<file path="config.mk">
export PLATFORM = sky130hd
export DESIGN_NAME = parallel_in_ctrl
export DESIGN_NICKNAME = d
export VERILOG_FILES = /design/src/rtl/parallel_in_ctrl.sv
export SDC_FILE = /design/constraint.sdc
export NUM_CORES = 1
export LEC_CHECK = 0
export ABC_CLOCK_PERIOD_IN_PS = 5400
export BUFFER_PORTS_ARGS = -buffer_cell sky130_fd_sc_hd__buf_2
export CORE_MARGIN = 4
export CORE_UTILIZATION = 50
export DETAILED_ROUTE_END_ITERATION = 7
export GPL_ROUTABILITY_DRIVEN = 0
export PLACE_DENSITY = 0.83
export REMOVE_ABC_BUFFERS = 1
export SETUP_SLACK_MARGIN = 0.1
export SYNTH_ARGS = -nofsm -noshare
export SYNTH_HDL_FRONTEND = slang
export SYNTH_SLANG_ARGS = --single-unit
</file>
<file path="constraint.sdc">
create_clock -name clk -period 5.4 [get_ports clk]
set_input_delay 1.62 -clock clk [delete_from_list [all_inputs] [get_ports clk]]
set_output_delay 1.62 -clock clk [all_outputs]
set_load 0.05 [all_outputs]
</file>
<file path="src/rtl/parallel_in_ctrl.sv">
// Parallel input port: per-channel two-flop synchronizer, capture register and change flag,
// read through a small memory-mapped window. Optional debounce via PARALLEL_IN_DEBOUNCE_EN.
module parallel_in_ctrl #(
   parameter int unsigned      WIDTH      = 8,
   parameter int unsigned      NUM_CH     = 4,
   parameter logic [WIDTH-1:0] BASE_ADDR  = 8'hF0,
   parameter int unsigned      DEB_CYCLES = 4
) (
   input  logic                    clk,
   input  logic                    rst_n,
   input  logic [NUM_CH*WIDTH-1:0] Data_in,
   input  logic [WIDTH-1:0]        Address,
   input  logic                    rd_en,
   input  logic [WIDTH-1:0]        MemData,
   output logic [WIDTH-1:0]        RegData
);

   // The status word sits directly after the last channel; wrap is rejected below.
   localparam logic [WIDTH-1:0] STAT_ADDR = BASE_ADDR + WIDTH'(NUM_CH);

   if (NUM_CH < 1 || NUM_CH > WIDTH) begin : g_bad_num_ch
      $error("parallel_in_ctrl: NUM_CH must be in 1..WIDTH");
   end
   if ((64'(BASE_ADDR) + 64'(NUM_CH)) > ((64'd1 << WIDTH) - 64'd1)) begin : g_bad_base
      $error("parallel_in_ctrl: BASE_ADDR+NUM_CH wraps the address space");
   end
   if (DEB_CYCLES < 1) begin : g_bad_deb
      $error("parallel_in_ctrl: DEB_CYCLES must be at least 1");
   end

   logic [NUM_CH-1:0][WIDTH-1:0] sync1_q;
   logic [NUM_CH-1:0][WIDTH-1:0] sync2_q;
   logic [NUM_CH-1:0][WIDTH-1:0] cap_q;
   logic [NUM_CH-1:0][WIDTH-1:0] cap_d;
   logic [NUM_CH-1:0]            chg_q;
   logic [NUM_CH-1:0]            chg_d;

   always_ff @(posedge clk or negedge rst_n) begin
      if (!rst_n) begin
         sync1_q <= '0;
         sync2_q <= '0;
         cap_q   <= '0;
         chg_q   <= '0;
      end else begin
         sync1_q <= Data_in;
         sync2_q <= sync1_q;
         cap_q   <= cap_d;
         chg_q   <= chg_d;
      end
   end

`ifdef PARALLEL_IN_DEBOUNCE_EN
   localparam int unsigned     CW       = $clog2(DEB_CYCLES + 1);
   localparam logic [CW-1:0]   CNT_LAST = CW'(DEB_CYCLES - 1);

   logic [NUM_CH-1:0][CW-1:0] cnt_q;
   logic [NUM_CH-1:0][CW-1:0] cnt_d;

   always_ff @(posedge clk or negedge rst_n) begin
      if (!rst_n) begin
         cnt_q <= '0;
      end else begin
         cnt_q <= cnt_d;
      end
   end

   // cnt counts edges on which sync2 held a value different from cap; sync1!=sync2
   // means sync2 is about to change, which restarts the run.
   always_comb begin
      cap_d = cap_q;
      cnt_d = cnt_q;
      for (int k = 0; k < NUM_CH; k++) begin
         if (sync2_q[k] == cap_q[k]) begin
            cnt_d[k] = '0;
         end else if (cnt_q[k] >= CNT_LAST) begin
            cap_d[k] = sync2_q[k];
            cnt_d[k] = '0;
         end else if (sync1_q[k] != sync2_q[k]) begin
            cnt_d[k] = '0;
         end else begin
            cnt_d[k] = cnt_q[k] + CW'(1);
         end
      end
   end
`else
   always_comb begin
      cap_d = sync2_q;
   end
`endif

   // A capture change sets the flag even if a read clears it on the same edge.
   always_comb begin
      chg_d = chg_q;
      for (int k = 0; k < NUM_CH; k++) begin
         if (cap_d[k] != cap_q[k]) begin
            chg_d[k] = 1'b1;
         end else if (rd_en && (Address == BASE_ADDR + WIDTH'(k) || Address == STAT_ADDR)) begin
            chg_d[k] = 1'b0;
         end
      end
   end

   always_comb begin
      RegData = MemData;
      if (Address == STAT_ADDR) begin
         RegData             = '0;
         RegData[NUM_CH-1:0] = chg_q;
      end
      for (int k = 0; k < NUM_CH; k++) begin
         if (Address == BASE_ADDR + WIDTH'(k)) begin
            RegData = cap_q[k];
         end
      end
   end

endmodule

</file>
==> results.sh <==
export IMPL_ios=59
export IMPL_initial_core_util=0.519
export IMPL_die_x_um=92.5
export IMPL_cp_buffers_inverters=2
export IMPL_cts_setup_buffers=0
export IMPL_antenna_found_initial=1
export IMPL_setup_viol=0
export IMPL_dieArea_mm2=0.00855
export IMPL_seq_area_frac_synth=0.702
export IMPL_fin_crit_ns=4.86
export IMPL_max_stage_delay_ns=0.50
export IMPL_vias=2039
export IMPL_worst_setup_path_end_kind="output pin"
export IMPL_worst_ep_required_time_ns=3.78
export IMPL_routed_wl_um=5940
export IMPL_routed_via_density=5.02
export IMPL_finClkSkew_ns=0.00625
export IMPL_power_uw=1360
export IMPL_cp_common_cell="buf_2"
export IMPL_clkLatencyLatePin_ns=0.36
export IMPL_p_leak_uw=0.00188
export IMPL_avgRoutedWirePerCell_um=14.6
export IMPL_holdBufCountCts=0
export IMPL_grt_usage=0.157
export IMPL_maxSlewViolCount=0
export IMPL_coreArea_mm2=0.00687
export IMPL_peakVddDrop_mv=0.230
export IMPL_diodes=0
export IMPL_crit_family="buffers and inverters"
export IMPL_synth_top_area_share=0.702
export IMPL_synth_avg_cell_area_um2=14.6
export IMPL_ctsResizeCount=0
export IMPL_syn_inst=244
export IMPL_yosys_warnings=0
export IMPL_slew_limit_headroom=0.456
export IMPL_fin_nets=356
export IMPL_startpoint_type="input pin"
export IMPL_grt_setup_unrepaired="no"
export IMPL_synth_ff_type="dfrtp_1"
export IMPL_std_cell_rows=30
export IMPL_synth_distinct_cells=39
export IMPL_worstPathCellList="buf_2 > mux2_1 > a211o_1 > a32o_1 > buf_2"
export IMPL_grt_max_degree=72
export IMPL_overflow=0
export IMPL_clkTransAtPathRegs_ns=0.09
export IMPL_hold_class="flip-flop to flip-flop"
export IMPL_slowest_stage="buf_2"
export IMPL_ant_nets=0
export IMPL_path_class="input pin to output pin"
export IMPL_numPortBuffers=58
export IMPL_ctsHtreeMaxLevel=3
export IMPL_drt_iter0_markers=130
export IMPL_grt_pass1_vias=2043
export IMPL_min_period_over_period=0.900
export IMPL_synth_edf_count=0
export IMPL_critPathArrivalTime_ns=3.24
export IMPL_max_freq_mhz=206
export IMPL_status="finished clean"
export IMPL_setup_tns_final_ns=0
export IMPL_grt_pass1_wl_um=9980
export IMPL_die_h_um=92.5
export IMPL_dr_pass1_iters=4
export IMPL_drcViolationCount=0
export IMPL_cts_buffer_depth=2
export IMPL_crit_path_max_fanout=31
export IMPL_async_flop_share=1.00
export IMPL_finalHoldViolCount=0
export IMPL_synthToLayoutAreaGrowth_pct=15.4
export IMPL_synth_seq_cells=100
export IMPL_synthesis_area_mm2=0.00357
export IMPL_cts_tree="built"
export IMPL_cap_violations=0
export IMPL_netlist_top_cell_by_area="dfrtp_1"
export IMPL_cts_root_buf="clkbuf_8"
export IMPL_drive_above_1_share=0.277
export IMPL_synth_area_leaders="dfrtp_1 (70%), xor2_1 (7.9%), mux2i_1 (2.0%)"
export IMPL_worst_pin_slew_ns=0.815
export IMPL_hpwl_um=4340
export IMPL_cts_buffers=9
export IMPL_clock_sinks=100
export IMPL_power_density_mw_per_mm2=330
-- cells in the final DEF, fill, tap and decap left out, drive strengths merged, types with 2 or more instances in the layout --
| cell type | synthesis | final |
|---|---|---|
| clkinv | 0 | 3 |
| buf | 7 | 59 |
| o31ai | 3 | 3 |
| dfrtp | 100 | 100 |
| o21ai | 5 | 5 |
| o22ai | 3 | 3 |
| mux2i | 7 | 7 |
| o41ai | 4 | 4 |
| a21oi | 8 | 8 |
| xor2 | 32 | 32 |
| mux2 | 4 | 4 |
| nand2 | 15 | 15 |
| nor4 | 8 | 8 |
| o2bb2ai | 2 | 2 |
| nand3 | 9 | 9 |
| clkbuf | 2 | 9 |
| o311ai | 3 | 3 |
| inv | 6 | 10 |
| mux4 | 2 | 2 |
| xnor2 | 2 | 2 |
| nor2 | 6 | 6 |
| nand2b | 3 | 3 |
-- through the flow --
step	instance area [um^2]	setup WS [ns]	util	cells	hold WS, ns
after floorplan	3500	0.728	-	235	0.331
after global placement	3920	0.566	0.571	390	0.333
after detailed placement	3920	0.545	0.571	390	0.335
after CTS	4120	0.537	0.599	406	0.357
after global routing	4120	0.453	0.599	406	0.360
final	4120	0.540	0.599	406	0.354
-- report_power, final --
| part | switching [uW] | internal [uW] | total, uW |
|---|---|---|---|
| registers | 21.8 | 785 | 806 |
| logic | 66.9 | 45.4 | 112 |
| clock network | 258 | 179 | 438 |
-- synthesized netlist by cell type, types with 4 or more instances --
cell / n
nand3_1: 9
nor2_1: 6
nor4_1: 8
dfrtp_1: 100
xor2_1: 32
o41ai_1: 4
inv_1: 6
nand2_1: 15
mux2i_1: 7
a21oi_1: 8
o21ai_0: 4
-- final timing paths --
check                            start           to  slack [ns]  cells after the start
setup / recovery            Address[0]   RegData[2]        0.54                      5
hold / removal             sync1_q[29]    cap_d[29]        0.35                      0
setup reg to reg             cap_q[12]     chg_q[1]        4.18                      3
hold reg to reg            sync1_q[29]    cap_d[29]        0.35                      0
max in group asynchronous        rst_n    cap_q[24]        3.16                      2
min in group asynchronous        rst_n  sync1_q[31]        1.36                      1
-- state kept, by name (all words and copies together), names as in the netlist --
name / cells
cap_d: 32
cap_q: 32
chg_q: 4
sync1_q: 32
-- final cells by class --
type	instances	area, um^2
fill	552	2750
sequential	100	2500
multi-input combinational	129	978
timing repair buffer	59	300
clock buffer	9	124
tap	96	120
clock inverter	7	67.6
inverter	6	22.5
-- cells by family after synthesis --
logic type	Yosys count	share of synthesized area
mux	13	0.0460
simple gates	48	0.0716
compound gates	34	0.0733
flops	100	0.702
buf+inv	15	0.0239
xor+xnor	34	0.0835
-- layer usage --
| metal | GRT usage | up-vias | routed length (um) |
|---|---|---|---|
| met4 | 0.0767 | 2 | 131 |
| met5 | 0 | - | 13 |
| li1 | - | 973 | - |
| met2 | 0.242 | 63 | 2890 |
| met3 | 0.0528 | 13 | 382 |
| met1 | 0.198 | 988 | 2530 |
Note: power is estimated with default switching activity, not from simulation.
